## src/rtl/fft_pkg.sv

```systemverilog
// rtl/fft_pkg.sv - Shared state type and sizing helpers for the FFT stage sequencer
package fft_pkg;

    localparam int FFT_SAMPLES_DEFAULT = 8;

    typedef enum logic [1:0] {
        ST_IDLE  = 2'd0,
        ST_ISSUE = 2'd1,
        ST_DRAIN = 2'd2,
        ST_DONE  = 2'd3
    } fft_seq_state_t;

    function automatic int fft_log2n(input int samples);
        return $clog2(samples);
    endfunction

    // Twiddle ROM holds SAMPLES/2 entries; pair index p shares this width.
    function automatic int fft_tw_width(input int samples);
        return (fft_log2n(samples) > 1) ? fft_log2n(samples) - 1 : 1;
    endfunction

    function automatic int fft_outstanding_width(input int samples);
        return $clog2(samples / 2 + 1);
    endfunction

endpackage

```

## src/rtl/fft_stage_sequencer_if.sv

```systemverilog
// rtl/fft_stage_sequencer_if.sv - Butterfly operand issue and writeback handshake bundle
interface fft_stage_sequencer_if
    import fft_pkg::*;
#(
    parameter int SAMPLES = FFT_SAMPLES_DEFAULT
);

    localparam int LOG2N = fft_log2n(SAMPLES);
    localparam int TW_W  = fft_tw_width(SAMPLES);

    logic             bf_valid;
    logic             bf_ready;
    logic [LOG2N-1:0] addr_a;
    logic [LOG2N-1:0] addr_b;
    logic [TW_W-1:0]  tw_index;
    logic             bf_ret;

    modport master (
        output bf_valid,
        output addr_a,
        output addr_b,
        output tw_index,
        input  bf_ready,
        input  bf_ret
    );

    modport slave (
        input  bf_valid,
        input  addr_a,
        input  addr_b,
        input  tw_index,
        output bf_ready,
        output bf_ret
    );

endinterface

```

## src/rtl/fft_pair_addr.sv

```systemverilog
// rtl/fft_pair_addr.sv - Combinational (stage, pair) to butterfly address/twiddle mapping
module fft_pair_addr
    import fft_pkg::*;
#(
    parameter int SAMPLES = FFT_SAMPLES_DEFAULT
) (
    input  logic [$clog2(SAMPLES)-1:0] stage,
    input  logic [$clog2(SAMPLES)-2:0] p,
    output logic [$clog2(SAMPLES)-1:0] addr_a,
    output logic [$clog2(SAMPLES)-1:0] addr_b,
    output logic [$clog2(SAMPLES)-2:0] tw_index
);

    localparam int LOG2N = fft_log2n(SAMPLES);
    localparam int TW_W  = fft_tw_width(SAMPLES);

    localparam logic [TW_W-1:0]  TW_ONE = TW_W'(1);
    localparam logic [LOG2N-1:0] A_ONE  = LOG2N'(1);
    localparam logic [LOG2N-1:0] TW_TOP = LOG2N'(LOG2N - 1);

    logic [TW_W-1:0] j;
    logic [TW_W-1:0] i;

    // On the last stage TW_ONE << stage wraps to zero, so the mask becomes all ones.
    always_comb begin
        j        = p & ((TW_ONE << stage) - TW_ONE);
        i        = p >> stage;
        addr_a   = ({1'b0, i} << (stage + A_ONE)) | {1'b0, j};
        addr_b   = addr_a + (A_ONE << stage);
        tw_index = j << (TW_TOP - stage);
    end

endmodule

```

## src/rtl/fft_stage_sequencer.sv

```systemverilog
// rtl/fft_stage_sequencer.sv - Radix-2 DIT FFT stage walker issuing back-pressured butterfly pairs
module fft_stage_sequencer
    import fft_pkg::*;
#(
    parameter int SAMPLES = FFT_SAMPLES_DEFAULT
) (
    input  logic                       clk,
    input  logic                       reset,
    input  logic                       start,
    output logic                       busy,
    output logic                       done,
    output logic [$clog2(SAMPLES)-1:0] stage,
    fft_stage_sequencer_if.master      bf
);

    localparam int LOG2N = fft_log2n(SAMPLES);
    localparam int TW_W  = fft_tw_width(SAMPLES);
    localparam int OUT_W = fft_outstanding_width(SAMPLES);

    localparam logic [TW_W-1:0]  P_LAST = TW_W'(SAMPLES / 2 - 1);
    localparam logic [TW_W-1:0]  P_ONE  = TW_W'(1);
    localparam logic [LOG2N-1:0] S_LAST = LOG2N'(LOG2N - 1);
    localparam logic [LOG2N-1:0] S_ONE  = LOG2N'(1);
    localparam logic [OUT_W-1:0] O_ONE  = OUT_W'(1);

    fft_seq_state_t   state_q;
    fft_seq_state_t   state_d;
    logic [TW_W-1:0]  p_q;
    logic [TW_W-1:0]  p_d;
    logic [LOG2N-1:0] stage_q;
    logic [LOG2N-1:0] stage_d;
    logic [OUT_W-1:0] outs_q;
    logic [OUT_W-1:0] outs_d;

    logic             hs;
    logic             ret_ok;
    logic             valid_d;
    logic             busy_d;
    logic             done_d;
    logic [LOG2N-1:0] pa_addr_a;
    logic [LOG2N-1:0] pa_addr_b;
    logic [TW_W-1:0]  pa_tw;

    assign hs     = bf.bf_valid & bf.bf_ready;
    // A writeback with nothing outstanding belongs to a discarded run.
    assign ret_ok = bf.bf_ret & (outs_q != '0);
    assign stage  = stage_q;

    // Addresses are computed for the next-cycle pair so they can be registered.
    fft_pair_addr #(
        .SAMPLES (SAMPLES)
    ) u_pair_addr (
        .stage    (stage_d),
        .p        (p_d),
        .addr_a   (pa_addr_a),
        .addr_b   (pa_addr_b),
        .tw_index (pa_tw)
    );

    always_ff @(posedge clk) begin
        if (reset) begin
            state_q     <= ST_IDLE;
            p_q         <= '0;
            stage_q     <= '0;
            outs_q      <= '0;
            bf.bf_valid <= 1'b0;
            bf.addr_a   <= '0;
            bf.addr_b   <= '0;
            bf.tw_index <= '0;
            busy        <= 1'b0;
            done        <= 1'b0;
        end else begin
            state_q     <= state_d;
            p_q         <= p_d;
            stage_q     <= stage_d;
            outs_q      <= outs_d;
            bf.bf_valid <= valid_d;
            bf.addr_a   <= pa_addr_a;
            bf.addr_b   <= pa_addr_b;
            bf.tw_index <= pa_tw;
            busy        <= busy_d;
            done        <= done_d;
        end
    end

    always_comb begin
        state_d = state_q;
        p_d     = p_q;
        stage_d = stage_q;
        outs_d  = outs_q;

        if (hs && !ret_ok) begin
            outs_d = outs_q + O_ONE;
        end else if (!hs && ret_ok) begin
            outs_d = outs_q - O_ONE;
        end

        case (state_q)
            ST_IDLE: begin
                if (start) begin
                    state_d = ST_ISSUE;
                    p_d     = '0;
                    stage_d = '0;
                end
            end
            ST_ISSUE: begin
                if (hs) begin
                    if (p_q == P_LAST) begin
                        p_d     = '0;
                        state_d = ST_DRAIN;
                    end else begin
                        p_d = p_q + P_ONE;
                    end
                end
            end
            // Uses the post-update count so a return in this cycle releases the stage.
            ST_DRAIN: begin
                if (outs_d == '0) begin
                    if (stage_q == S_LAST) begin
                        state_d = ST_DONE;
                    end else begin
                        stage_d = stage_q + S_ONE;
                        state_d = ST_ISSUE;
                    end
                end
            end
            ST_DONE: begin
                state_d = ST_IDLE;
            end
            default: begin
                state_d = ST_IDLE;
            end
        endcase
    end

    always_comb begin
        valid_d = (state_d == ST_ISSUE);
        busy_d  = (state_d != ST_IDLE);
        done_d  = (state_d == ST_DONE);
    end

endmodule
```

## src/flat_wrapper.sv

```systemverilog
// flat-port wrapper written by rule: the top's interface ports become plain ports
module fft_stage_sequencer_flat import fft_pkg::*;
#(
    parameter int SAMPLES = FFT_SAMPLES_DEFAULT
)
  (clk, reset, start, busy, done, stage, bf_bf_valid, bf_addr_a, bf_addr_b, bf_tw_index, bf_bf_ready, bf_bf_ret);
  fft_stage_sequencer_if #(.SAMPLES(SAMPLES)) bf_i ();
  input  logic clk;
  input  logic reset;
  input  logic start;
  output logic busy;
  output logic done;
  output logic [$clog2(SAMPLES)-1:0] stage;
  output wire logic [$bits(bf_i.bf_valid)-1:0] bf_bf_valid;
  output wire logic [$bits(bf_i.addr_a)-1:0] bf_addr_a;
  output wire logic [$bits(bf_i.addr_b)-1:0] bf_addr_b;
  output wire logic [$bits(bf_i.tw_index)-1:0] bf_tw_index;
  input wire logic [$bits(bf_i.bf_ready)-1:0] bf_bf_ready;
  input wire logic [$bits(bf_i.bf_ret)-1:0] bf_bf_ret;
  assign bf_bf_valid = bf_i.bf_valid;
  assign bf_addr_a = bf_i.addr_a;
  assign bf_addr_b = bf_i.addr_b;
  assign bf_tw_index = bf_i.tw_index;
  assign bf_i.bf_ready = bf_bf_ready;
  assign bf_i.bf_ret = bf_bf_ret;
  fft_stage_sequencer #(.SAMPLES(SAMPLES)) u_core (.clk(clk), .reset(reset), .start(start), .busy(busy), .done(done), .stage(stage), .bf(bf_i));
endmodule
```

## config.mk

```make
export PLATFORM = sky130hd
export DESIGN_NAME = fft_stage_sequencer_flat
export DESIGN_NICKNAME = d
export VERILOG_FILES = /design/src/rtl/fft_pkg.sv /design/src/rtl/fft_stage_sequencer_if.sv /design/src/rtl/fft_pair_addr.sv /design/src/rtl/fft_stage_sequencer.sv /design/src/flat_wrapper.sv
export SDC_FILE = /design/constraint.sdc
export NUM_CORES = 1
export LEC_CHECK = 0
export CELL_PAD_IN_SITES_DETAIL_PLACEMENT = 0
export CELL_PAD_IN_SITES_GLOBAL_PLACEMENT = 2
export CORE_MARGIN = 1.5
export CORE_UTILIZATION = 34
export DETAILED_ROUTE_END_ITERATION = 12
export PLACE_DENSITY_LB_ADDON = 0.1
export REMOVE_ABC_BUFFERS = 1
export SLEW_MARGIN = 40
export SYNTH_ARGS = -nofsm -noshare
export SYNTH_HDL_FRONTEND = slang
export SYNTH_SLANG_ARGS = --single-unit
```

## constraint.sdc

```tcl
create_clock -name clk -period 8.7 [get_ports clk]
set_clock_uncertainty 0.2 [all_clocks]
set_input_delay 2.61 -clock clk [delete_from_list [all_inputs] [get_ports clk]]
set_output_delay 2.61 -clock clk [all_outputs]
set_load 0.01 [all_outputs]
```

-- Word level (Yosys, flattened, before mapping)
Cells that the tools add are included.
- bitwise operators: 4
- reductions and logical operators: 8
- add/sub/neg operators: 8
- muxes and demuxes: 16
- eq/ne operators: 7
- shifts and indexed selects: 5
- operators by type and width (operator ; count):
    2-bit 2-to-1 mux ; 8
    3-bit 2-to-1 mux ; 5
    3-bit by 1-bit adder with 3-bit output, second input constant ; 3
    2-bit == test, second input constant ; 4
    2-bit one-hot mux with 4 select lines ; 1
    3-bit one-hot mux with 2 select lines ; 1
    2-bit by 1-bit == test with 1-bit output, second input constant ; 2
    2-bit one-hot mux with 2 select lines ; 1
    3-bit adder ; 1
    3-bit by 2-bit == test with 1-bit output, second input constant ; 1
    3-bit zero test ; 1
    3-bit by 2-bit bitwise OR with 3-bit output ; 1
    3-bit nonzero test ; 1
    1-bit by 3-bit << shifter with 2-bit output, first input constant ; 1
    1-bit by 3-bit << shifter with 3-bit output, first input constant ; 1
    2-bit by 3-bit << shifter with 2-bit output ; 1
    2-bit by 3-bit << shifter with 3-bit output ; 1
    2-bit by 3-bit >> shifter with 2-bit output ; 1
    2-bit by 3-bit subtractor with 3-bit output, first input constant ; 1
    3-bit by 1-bit subtractor with 3-bit output, second input constant ; 1
    2-bit by 1-bit adder with 2-bit output, second input constant ; 1
    1-bit bitwise AND ; 2
    2-bit bitwise AND ; 1
    1-bit logical AND ; 2
    other kinds (4) ; 5
- output and inout bits: 14
- input port bits: 5
- bits in registers: 21

-- Depth between registers and ports, before layout
- depth after elaboration: 13
- depth in mapped cells: 20

-- By module
Synthesis repeated with hierarchy kept, for this count alone.
- cells, all modules: 142
- area, all modules: 1408.9 um^2
- by module, submodules not included (module ; times used ; sequential area each (um^2) ; area an instance (um^2) ; cells each):
    fft_stage_sequencer ; 1 ; 420.4 ; 1138.6 ; 110
    fft_pair_addr ; 1 ; 0.0 ; 270.3 ; 32

-- Worst setup path before layout
Ideal clock, no wire load.
- kind: input -> register
- start point: input port bf_bf_ret
- end point: register u_core.bf.addr_b[2]
- slack: 2.933 ns
- library setup time: 0.070 ns
- stages: 17
- required time: 8.430 ns
- arrival: 5.497 ns
- buffers on the path: 1
- cell sequence: nor2b_1 > nor2_1 > o32a_1 > a311o_1 > and3_1 > buf_6 > inv_2 > ha_1 > nand3b_1 > o31a_1 > nor2_1 > ha_1 > inv_1 > fa_1 > xnor2_1 > a31o_2 > a21oi_1
- longest elaborated chain between the ends: 12
- elaborated cells on any way between the ends: 18
- classes of those cells: add/sub (3); shift (4); mux (4); bitwise (3); reduce/logical (4)
- RTL lines (element ; line ; source):
    start: declaration ; flat_wrapper.sv:19 ; input wire logic [$bits(bf_i.bf_ret)-1:0] bf_bf_ret;
    1-bit bitwise AND * ; fft_stage_sequencer.sv:46 ; assign ret_ok = bf.bf_ret & (outs_q != '0);
    1-bit logical AND or 1-bit zero test (tied branches) ; fft_stage_sequencer.sv:94, fft_stage_sequencer.sv:92 ;
    3-bit 2-to-1 mux or 1-bit logical AND (tied branches) ; fft_stage_sequencer.sv:94, fft_stage_sequencer.sv:92 ;
    3-bit 2-to-1 mux * ; fft_stage_sequencer.sv:92 ; if (hs && !ret_ok) begin
    3-bit zero test * ; fft_stage_sequencer.sv:118 ; if (outs_d == '0) begin
    3-bit 2-to-1 mux * ; fft_stage_sequencer.sv:118 ;
    3-bit one-hot mux with 2 select lines * ; fft_stage_sequencer.sv:98 ; case (state_q)
    parallel branches: the longest is 3 deep, another holds 3-bit by 1-bit adder with 3-bit output ; -- ;
    3-bit by 2-bit bitwise OR with 3-bit output * ; fft_pair_addr.sv:28 ; addr_a = ({1'b0, i} << (stage + A_ONE)) | {1'b0, j};
    net u_core.pa_addr_a[0] ; fft_stage_sequencer.sv:40 ; logic [LOG2N-1:0] pa_addr_a;
    3-bit adder * ; fft_pair_addr.sv:29 ; addr_b = addr_a + (A_ONE << stage);
    end signal: assignment ; fft_stage_sequencer.sv:79 ; bf.addr_b <= pa_addr_b;
    end: declaration ; fft_stage_sequencer_if.sv:21 ; output addr_b,
Mark *: on every way through the listed nets, which the timed path passes.
A chain may end at the register's enable or synchronous reset.

-- Final worst setup path
- start point: input port bf_bf_ready
- end point: register u_core.bf.addr_b[2]
- longest elaborated chain between the ends: 13
- elaborated cells on any way between the ends: 20
- classes of those cells: add/sub (3); shift (4); mux (6); bitwise (3); reduce/logical (4)
- RTL lines (element ; line ; source):
    start: declaration ; flat_wrapper.sv:18 ; input wire logic [$bits(bf_i.bf_ready)-1:0] bf_bf_ready;
    1-bit bitwise AND * ; fft_stage_sequencer.sv:44 ; assign hs = bf.bf_valid & bf.bf_ready;
    parallel branches: the longest is 10 deep, another holds 3-bit by 1-bit adder with 3-bit output ; -- ;
    3-bit by 2-bit bitwise OR with 3-bit output * ; fft_pair_addr.sv:28 ;
    net u_core.pa_addr_a[0] ; fft_stage_sequencer.sv:40 ;
    3-bit adder * ; fft_pair_addr.sv:29 ;
Marked as above.

==> impl_metrics.json <==
{
  "grt_pass1_wl_mm": 4.429,
  "syn_area_per_cell_um2": 8.767,
  "worstSetupPathType": "in -> reg",
  "viasPerCell": 5.167,
  "min_period_ns": 6.408,
  "reg2regPathDepth": 19,
  "outcome": "completed",
  "yosysTopAreaCellShare": 0.3450,
  "tritoncts": "done",
  "async_flop_share": 0,
  "synth_area_um2": 1219,
  "yosysWarnings": 0,
  "setup_viol": 0,
  "start_util": 0.3595,
  "antenna_found_initial": 0,
  "finalHoldViolCount": 0,
  "synth_enable_flop_cells": 0,
  "startpoint_type": "input port",
  "portBuffers": 18,
  "synth-seq-cells": 21,
  "r2r-start": "u_core.outs_q[0]",
  "antenna_left": 0,
  "ff_latch_area_um2": 420.4,
  "totalWireLength_mm": 2.628,
  "post_cts_resized": 0,
  "synth_top_cell_by_area": "dfxtp_1",
  "post_cts_buffers": 0,
  "ys_top_cells_by_area": "dfxtp_1 34%, ha_1 10%, nor2_1 5.5%, nor2b_1 3.1%, a21oi_1 2.9%",
  "layout-area-overhead-vs-synth_pct": 19.61,
  "rsz0062_at_grt": "false",
  "cp-end-kind": "register",
  "total_power_w": 0.0002461,
  "critPathArrivalTime_ns": 6.46,
  "routedWlPerCell_um": 12.95,
  "reg2reg_to": "u_core.bf.addr_b[2]",
  "antenna_cells": 0,
  "grt_usage": 0.1421,
  "clockRootBuffer": "clkbuf_4",
  "crit_start": "bf_bf_ready",
  "cp_max_fo": 11,
  "synthCells": 139,
  "leakagePower_nw": 0.5336,
  "slew_headroom": 0.5527,
  "maxSlewViolCount": 0,
  "grt_pass1_vias": 966,
  "powerDensity_nw_per_um2": 168.8,
  "num_vias": 1049,
  "mostFrequentLayoutCell": "dfxtp_1",
  "dr.pass1.iters": 4,
  "cts.clk_slew.worst_paths_ns": 0.13,
  "fin_setup_tns_ns": 0,
  "grt_start_max_net_pins": 17,
  "ir_drop_uv": 60.39,
  "multi_input_area_um2": 738.2,
  "fillCellCount": 346,
  "hp-class": "reg -> reg",
  "synth_ff_type": "dfxtp_1",
  "cts_buffers": 3,
  "fin_cells": 203,
  "cts_hold_buf": 0,
  "gr-total-overflow": 0,
  "dieWidth_um": 62.87,
  "fmax_ghz": 0.1561,
  "fin_crit_sh": 0.7365,
  "dp.cells": 199,
  "cap_violations": 0,
  "cp.required_ns": 8.75,
  "drc": 0,
  "ios": 19,
  "rows": 21,
  "drtIter0Drc": 61,
  "layout-drive-gt1-share": 0.08280,
  "seq_area_frac_synth": 0.3450,
  "htreeDepth": 1,
  "hold_end": "u_core.busy",
  "yosysUniqueCellTypes": 43,
  "worst_slew_pin_slew_ns": 0.6688,
  "dpl.hpwl_mm": 1.908,
  "min_path_cells": 2,
  "clkSinkCount": 21,
  "die-area_um2": 3953,
  "worstHoldStart": "u_core.state_q[0]",
  "clock_latency_ns": 0.31,
  "ctsLongestPathBuffers": 2,
  "reg2reg_setup_slack_ns": 4.05,
  "most-common-layout-cells": "21 x dfxtp_1, 18 x nor2_1, 18 x clkdlybuf4s50_1",
  "core_area_um2": 3390,
  "die_h_um": 62.87,
  "nNetsFinal": 174,
  "gp_congestion": 0.7862
}
## per-layer routing
metal | track usage | up-vias | share of wire
li1 | - | 533 | -
met2 | 0.2088 | 25 | 0.43
met1 | 0.1967 | 487 | 0.52
met3 | 0.02883 | 4 | 0.037
met5 | 0 | - | 0
met4 | 0.06944 | 0 | 0.017
## state kept, by name (all words and copies together) (netlist names)
signal              count
u_core.state_q          2
u_core.bf.addr_a        3
u_core.bf.tw_index      2
u_core.outs_q           3
u_core.busy             1
u_core.stage            3
u_core.bf.addr_b        3
u_core.p_q              2
u_core.bf.bf_valid      1
u_core.done             1
## logic make-up after synthesis
kind of cell               synth area share
xor gates and xnor gates            0.04210
AOI/OAI and AO/OA                    0.1899
muxes                              0.008214
and+or+nand+nor                      0.2464
adders and majority gates            0.1191
buffers and inverters               0.04929
DFF                                  0.3450
## worst max-delay path, cell delays in order
cell             delay [ns]
clkdlybuf4s50_1        0.47
nand2_1                0.23
nor2_1                 0.27
o32a_1                 0.30
a311o_1                0.19
and3_1                 0.35
inv_2                  0.11
ha_1                   0.36
nand3b_1               0.09
o31a_1                 0.26
nor2_1                 0.10
ha_1                   0.15
inv_1                  0.05
fa_1                   0.37
xnor2_1                0.27
nand4_1                0.13
a21oi_1                0.14
## Yosys cell counts, types with 2 or more instances
library cell	instances
dfxtp_1	21
nor2_1	18
ha_1	10
nand2_1	9
a21oi_1	7
inv_1	7
nor2b_1	6
nand3_1	5
nand2b_1	4
xnor2_1	4
a22o_1	3
o211ai_1	3
o21ai_0	3
a31o_2	2
a31oi_1	2
and2_1	2
clkbuf_1	2
inv_2	2
nand4_1	2
nor3_1	2
nor4_1	2
o21bai_1	2
## worst max-delay path by stage
stage                     endpoint  depth (start not counted)
2_1_floorplan  u_core.bf.addr_b[2]                         16
3_3_place_gp   u_core.bf.addr_b[2]                         17
3_5_place_dp   u_core.bf.addr_b[2]                         17
4_1_cts        u_core.bf.addr_b[2]                         17
5_1_grt        u_core.bf.addr_b[2]                         17
6_report       u_core.bf.addr_b[2]                         17
## final cells by class
| class | instances | share of cell area |
|---|---|---|
| clock buffer | 3 | 0.01545 |
| clock inverter | 1 | 0.003433 |
| multi-input combinational | 105 | 0.5064 |
| tap | 46 | 0.03948 |
| timing repair buffer | 18 | 0.1236 |
| sequential | 21 | 0.2884 |
| inverter | 9 | 0.02318 |
## through the flow
| stage | area [µm²] | worst slack [ns] | utilization | hold slack, ns |
|---|---|---|---|---|
| final | 1458 | 2.292 | 0.4300 | 0.4103 |
| after global routing | 1458 | 1.988 | 0.4300 | 0.4758 |
| after CTS | 1458 | 2.332 | 0.4300 | 0.4120 |
| after detailed placement | 1430 | 2.004 | 0.4219 | 0.3873 |
| after global placement | 1430 | 2.037 | 0.4219 | 0.3989 |
| after floorplan | 1192 | 2.902 | - | 0.3344 |
## power breakdown
part | switching [W] | internal [W] | total (W)
Clock | 0.0000315 | 0.0000172 | 0.0000487
Combinational | 0.0000497 | 0.0000368 | 0.0000865
Sequential | 0.00000857 | 0.000102 | 0.000111
Total | 0.0000898 | 0.000156 | 0.000246
Power figures use the tool's default switching activity.
